## src/rtl/plab4_net_input_queue_credit.sv

```systemverilog
//------------------------------------------------------------------------------
// plab4_net_input_queue_credit
//
// Ring-router input queue for one inter-router channel. It buffers incoming
// messages in a circular buffer and reports a saturated count of free entries
// to the upstream router. The upstream router's adaptive route compute uses
// that count as its congestion input.
//
// Parameters:
//   p_msg_nbits      message width in bits
//   p_num_entries    queue depth (2 or more; need not be a power of two)
//   p_num_free_nbits width of the num_free report
//
// Ports:
//   clk       single clock
//   reset     synchronous, active-high reset
//   in_val    upstream message valid
//   in_rdy    queue can accept a message (registered state only)
//   in_msg    upstream message
//   out_val   head message valid
//   out_rdy   switch accepts the head message
//   out_msg   head message
//   num_free  free entries, saturated to 2^p_num_free_nbits - 1
//
// Optional feature:
//   PLAB4_NET_INPUT_QUEUE_BYPASS_EN - when defined, an empty queue forwards
//   in_val/in_msg straight to out_val/out_msg. A message that the switch
//   takes in that same cycle is never written into the buffer.
//------------------------------------------------------------------------------
module plab4_net_input_queue_credit #(
    parameter int p_msg_nbits      = 32,
    parameter int p_num_entries    = 4,
    parameter int p_num_free_nbits = 2
) (
    input  logic                        clk,
    input  logic                        reset,
    input  logic                        in_val,
    output logic                        in_rdy,
    input  logic [p_msg_nbits-1:0]      in_msg,
    output logic                        out_val,
    input  logic                        out_rdy,
    output logic [p_msg_nbits-1:0]      out_msg,
    output logic [p_num_free_nbits-1:0] num_free
);

    localparam int c_addr_nbits = $clog2(p_num_entries);
    localparam int c_cnt_nbits  = $clog2(p_num_entries + 1);

    localparam logic [c_addr_nbits-1:0] c_last_addr  = c_addr_nbits'(p_num_entries - 1);
    localparam logic [c_cnt_nbits-1:0]  c_full_count = c_cnt_nbits'(p_num_entries);
    localparam logic [31:0]             c_free_max   = 32'((1 << p_num_free_nbits) - 1);

    logic [p_msg_nbits-1:0]  entries [p_num_entries];
    logic [c_addr_nbits-1:0] head;
    logic [c_addr_nbits-1:0] tail;
    logic [c_cnt_nbits-1:0]  count;

    logic        enq;
    logic        deq;
    logic        bypass_fire;
    logic [31:0] free_raw;
    logic [31:0] free_sat;

    // Handshake decode. in_rdy looks only at the registered count, so a full
    // queue refuses a message even in a cycle where it is draining one.
    // A bypassed message counts as both enqueued and dequeued. Both events
    // are suppressed so the buffer and count do not change.
    always_comb begin
        in_rdy = (count != c_full_count);
`ifdef PLAB4_NET_INPUT_QUEUE_BYPASS_EN
        if (count == '0) begin
            out_val = in_val;
            out_msg = in_msg;
        end else begin
            out_val = 1'b1;
            out_msg = entries[head];
        end
        bypass_fire = (count == '0) && in_val && out_rdy;
`else
        out_val     = (count != '0);
        out_msg     = entries[head];
        bypass_fire = 1'b0;
`endif
        enq = in_val && in_rdy && !bypass_fire;
        deq = out_val && out_rdy && !bypass_fire;
    end

    // Free-entry report, computed at 32 bits from the registered count and
    // then clamped to what the report width can carry.
    always_comb begin
        free_raw = 32'(p_num_entries) - 32'(count);
        free_sat = (free_raw > c_free_max) ? c_free_max : free_raw;
        num_free = p_num_free_nbits'(free_sat);
    end

    // Pointer and occupancy state. Wrap uses an explicit compare so that
    // depths that are not a power of two still work.
    always_ff @(posedge clk) begin
        if (reset) begin
            head  <= '0;
            tail  <= '0;
            count <= '0;
        end else begin
            if (enq) begin
                tail <= (tail == c_last_addr) ? '0 : tail + c_addr_nbits'(1);
            end
            if (deq) begin
                head <= (head == c_last_addr) ? '0 : head + c_addr_nbits'(1);
            end
            case ({enq, deq})
                2'b10:   count <= count + c_cnt_nbits'(1);
                2'b01:   count <= count - c_cnt_nbits'(1);
                default: count <= count;
            endcase
        end
    end

    // Message storage. It is written only on an accepted enqueue, and never
    // during reset, so messages that are refused leave the contents alone.
    always_ff @(posedge clk) begin
        if (!reset && enq) begin
            entries[tail] <= in_msg;
        end
    end

endmodule

```

## config.mk

```make
export PLATFORM = sky130hd
export DESIGN_NAME = plab4_net_input_queue_credit
export DESIGN_NICKNAME = d
export VERILOG_FILES = /design/src/rtl/plab4_net_input_queue_credit.sv
export SDC_FILE = /design/constraint.sdc
export NUM_CORES = 1
export LEC_CHECK = 0
export CELL_PAD_IN_SITES_DETAIL_PLACEMENT = 1
export CELL_PAD_IN_SITES_GLOBAL_PLACEMENT = 1
export CORE_MARGIN = 5
export CORE_UTILIZATION = 50
export CTS_CLUSTER_DIAMETER = 150
export DETAILED_ROUTE_END_ITERATION = 7
export PLACE_DENSITY = 0.94
export SLEW_MARGIN = 20
export SYNTH_ARGS = -nofsm -noshare
export SYNTH_HDL_FRONTEND = slang
export SYNTH_SLANG_ARGS = --single-unit
```

## constraint.sdc

```tcl
create_clock -name clk -period 4.2 [get_ports clk]
set_input_delay 0.84 -clock clk [delete_from_list [all_inputs] [get_ports clk]]
set_output_delay 0.84 -clock clk [all_outputs]
set_load 0.03 [all_outputs]
```

Yosys cells after proc, flatten, opt, wreduce, memory -nomap -nowiden:

Memory sizes are Yosys's and may differ from the RTL's. A register that Yosys moved wholly into a read port is not among the register bits.
Index checks and enable logic that the tools add are counted.

* $add $sub $neg: 5
* multipliers: 0
* divide/modulo/power cells: 0
* $lt $le $gt $ge: 1
* equality and inequality tests: 5
* shifts and indexed selects: 0
* muxes and demuxes: 8
* bitwise logic cells: 0
* reduce and logical (&&, ||, !) cells: 6

Operators by type and width (number)
* $gt 32x2->1 const B: 1
* $mux 2: 5
* $eq 2x2->1 const B: 3
* $pmux 3 s2: 1
* $add 2x1->2 const B: 2
* $sub 3x3->4 const A: 1
* $add 3x1->3 const B: 1
* $logic_and 1x1->1: 3
* $ne 3x3->1 const B: 1
* $reduce_bool 3->1: 1
* $sub 3x1->3 const B: 1
* $eq 2x1->1 const B: 1
* $mux 1: 2
* $reduce_bool 2->1: 1
* $logic_not 1->1: 1

* flip-flop bits (word level): 7
* bits in latches: 0
* memory bits (writable): 128
* ROM bits: 0
* memories: 1

Memory list
* entries: depth 4, bits a word 32, read ports 1, clocked after memory_dff 1, wr ports 1, RTL line 53 `logic [p_msg_nbits-1:0] entries [p_num_entries];`

Longest topological paths before layout:

* depth after elaboration: 5
* gate-level depth with buffers: 11
* depth with buffers taken out: 11

Worst setup path after synthesis:

Ideal clock, no wire load.

* path kind: input port to flip-flop
* start point: in in_val
* end point: mem entries[0][0] (enable)
* library setup time: 0.392 ns
* arrival: 2.101 ns
* setup slack: 1.707 ns
* cell stages on the path: 4
* cell sequence: nor2b_1 inv_1 nor2_1 and2_1

* longest elaborated chain between the ends: 4

RTL lines
* start: declaration: RTL line 37 `input logic in_val,`
* $logic_and 1x1->1: RTL line 84 `enq = in_val && in_rdy && !bypass_fire;`
* $logic_and 1x1->1: RTL line 121 `if (!reset && enq) begin`
* $mux 1: RTL line 121
* $mux 1 (not written as such): RTL line 122 `entries[tail] <= in_msg;`
* end: declaration: RTL line 53

No other way between the ends.

==> out/summary.txt <==
Skew-Pair Late Insertion Delay -> 0.51 ns
Clock transition at path regs -> 0.06 ns
Avg Inst Size Synth -> 22.9 µm²
Switch Pwr -> 1.19 mW
CP Max Fanout -> 24
Max clock buf depth -> 2
Iter 0 DRT Violations -> 177
gp weighted congestion -> 0.665
Cell variety after synth -> 22
CP Data Required Time -> 3.36 ns
sw frac -> 0.272
Layout Nets -> 355
largest net degree at the start of global routing -> 33
I/O pins -> 72
Seq/Total Area, Yosys -> 0.777
Reg2Reg Setup Slack -> 1.52 ns
Max IR drop VDD -> 0.306 mV
Post-Syn Area -> 5180 µm²
Final setup viols -> 0
Pwr per Cell Area -> 656 nW/µm²
vias -> 2454
GRT overflow -> 0
Pint -> 3.17 mW
PostCTS Resize Cnt -> 0
# DRC -> 0
Slew HR -> 0.409
Tightest Hold Check Type -> flip-flop to flip-flop
first-pass GRT wire length -> 17.0 mm
worst-margin pin slew -> 0.886 ns
Antenna Violating Nets Remaining -> 0
critical path class -> flip-flop to primary output
Seq cells post-synth -> 137
Reg power frac -> 0.381
share of cells above drive strength 1 -> 0.202
combinational power share -> 0.248
CTS hold repair buffers -> 0
Final Hold Viols -> 0
Setup crit end kind -> primary output
n_diodes -> 0
num rows -> 37
most frequent cells in the layout -> edfxtp_1, clkdlybuf4s50_1, mux4_2
Core Footprint -> 10200 µm²
Total Wirelength -> 10.8 mm
WP data arrival -> 2.56 ns
IO buf count -> 71
RSZ-0062 raised after global routing -> false
clock sinks -> 137
Initial Util -> 0.506
P&R area growth vs syn -> 28.3%
# fillers -> 813
final period demand of the worst path -> 3.40 ns
WL per Instance -> 23.7 µm
period utilization -> 0.809
Detail Placement HPWL -> 6.13 mm
Post-Synthesis Cells -> 226
fmax -> 294 MHz
die width -> 112 µm
run status -> complete, no violations
Slew Limit Fails -> 0
Worst Clk Skew -> 0.00863 ns
Leak -> 2.17 nW
Inserted Clock Buffers -> 17
vias per cell -> 5.37
setup TNS -> 0 ns
pre-CTS setup slack -> 1.16 ns
commonest non-fill, non-tap cell in the layout -> edfxtp_1
Vert. Die Dim -> 112 µm
die area -> 12500 µm²
drt first pass iters -> 5
CTS H-Tree Depth -> 4
CP startpoint kind -> flip-flop
hold slack -> 0.517 ns
TritonCTS clock tree -> done
Setup Buffers After CTS -> 0
vias in the first global route -> 2818
clock power share -> 0.371
synth warn -> 0
Max Cap Viol -> 0
Post-Synthesis Net Count -> 272
CTS Root Cell -> clkbuf_8
slack of the critical path -> 0.803 ns
Total GRT Usage -> 0.188
antenna violations before repair -> 0
-- state kept, by name (all words and copies together), names as in the netlist, named ones only --
register / flops
tail: 2
entries: 128
head: 2
count: 3
-- worst paths after layout --
check | startpoint | end | cells past startpoint
hold / removal | count[1] | count[1] | 2
setup / recovery | flip-flop | out_msg[19] | 3
setup reg to reg | count[0] | entries[3][10] | 7
hold reg to reg | count[1] | count[1] | 2
-- power by group through the flow --
stage               logic, mW  clock network [mW]  registers (mW)
floorplan               0.759                   0            1.64
global placement         1.06                   0            1.68
detailed placement       1.08                   0            1.69
CTS                      1.10                1.64            1.66
global route             1.14                1.73            1.67
finish                   1.08                1.62            1.66
-- stage by stage --
stage | utilization | area, µm² | cells | total power, mW
2_1_floorplan | - | 5180 | 226 | 2.39
3_3_place_gp | 0.586 | 6000 | 426 | 2.74
3_5_place_dp | 0.586 | 6000 | 426 | 2.77
4_1_cts | 0.650 | 6650 | 457 | 4.41
5_1_grt | 0.650 | 6650 | 457 | 4.54
6_report | 0.650 | 6650 | 457 | 4.36
-- cells by family after synthesis --
logic type,count (synthesis),synth area share
flops,137,0.777
simple gates,19,0.0179
mux,35,0.146
buf+inv,17,0.0239
fa+ha+maj,10,0.0256
compound gates,6,0.00628
xor+xnor,2,0.00338
-- layer usage --
| metal | GRT usage | vias up | part of all wire |
|---|---|---|---|
| met1 | 0.237 | 1257 | 0.42 |
| met3 | 0.0560 | 14 | 0.054 |
| met4 | 0.0730 | 0 | 0.018 |
| met5 | 0 | - | 0 |
| li1 | - | 1090 | - |
| met2 | 0.307 | 93 | 0.51 |
-- worst max-delay path, cell delays in order (launching register included) --
cell	delay (ns)
dfxtp_2	0.55
buf_12	0.28
mux4_1	0.59
clkdlybuf4s50_1	0.62
-- layout make-up --
cell class | count | area (µm²) | share of cell area
flip-flops and latches | 137 | 4030 | 0.606
multi-input cells | 72 | 1040 | 0.156
repair buffers | 72 | 731 | 0.110
clock buffers | 19 | 422 | 0.0635
clock inverters | 12 | 224 | 0.0337
well taps | 136 | 170 | 0.0256
inverters | 9 | 33.8 | 0.00508
-- cell usage after synthesis (all sizes together) --
cell type,number,share of area
mux2i,3,0.0058
and2,4,0.0048
buf,7,0.017
nand3b,1,0.0014
inv,9,0.0065
a21oi,3,0.0029
nor2b,2,0.0024
o211ai,1,0.0014
clkbuf,1,0.00072
nor2,9,0.0065
or3,1,0.0012
mux4,32,0.14
o21ai,2,0.0019
edfxtp,128,0.74
fa,1,0.0039
nand2,2,0.0014
xor2,2,0.0034
dfxtp,9,0.035
ha,9,0.022
Power figures use the tool's default switching activity.
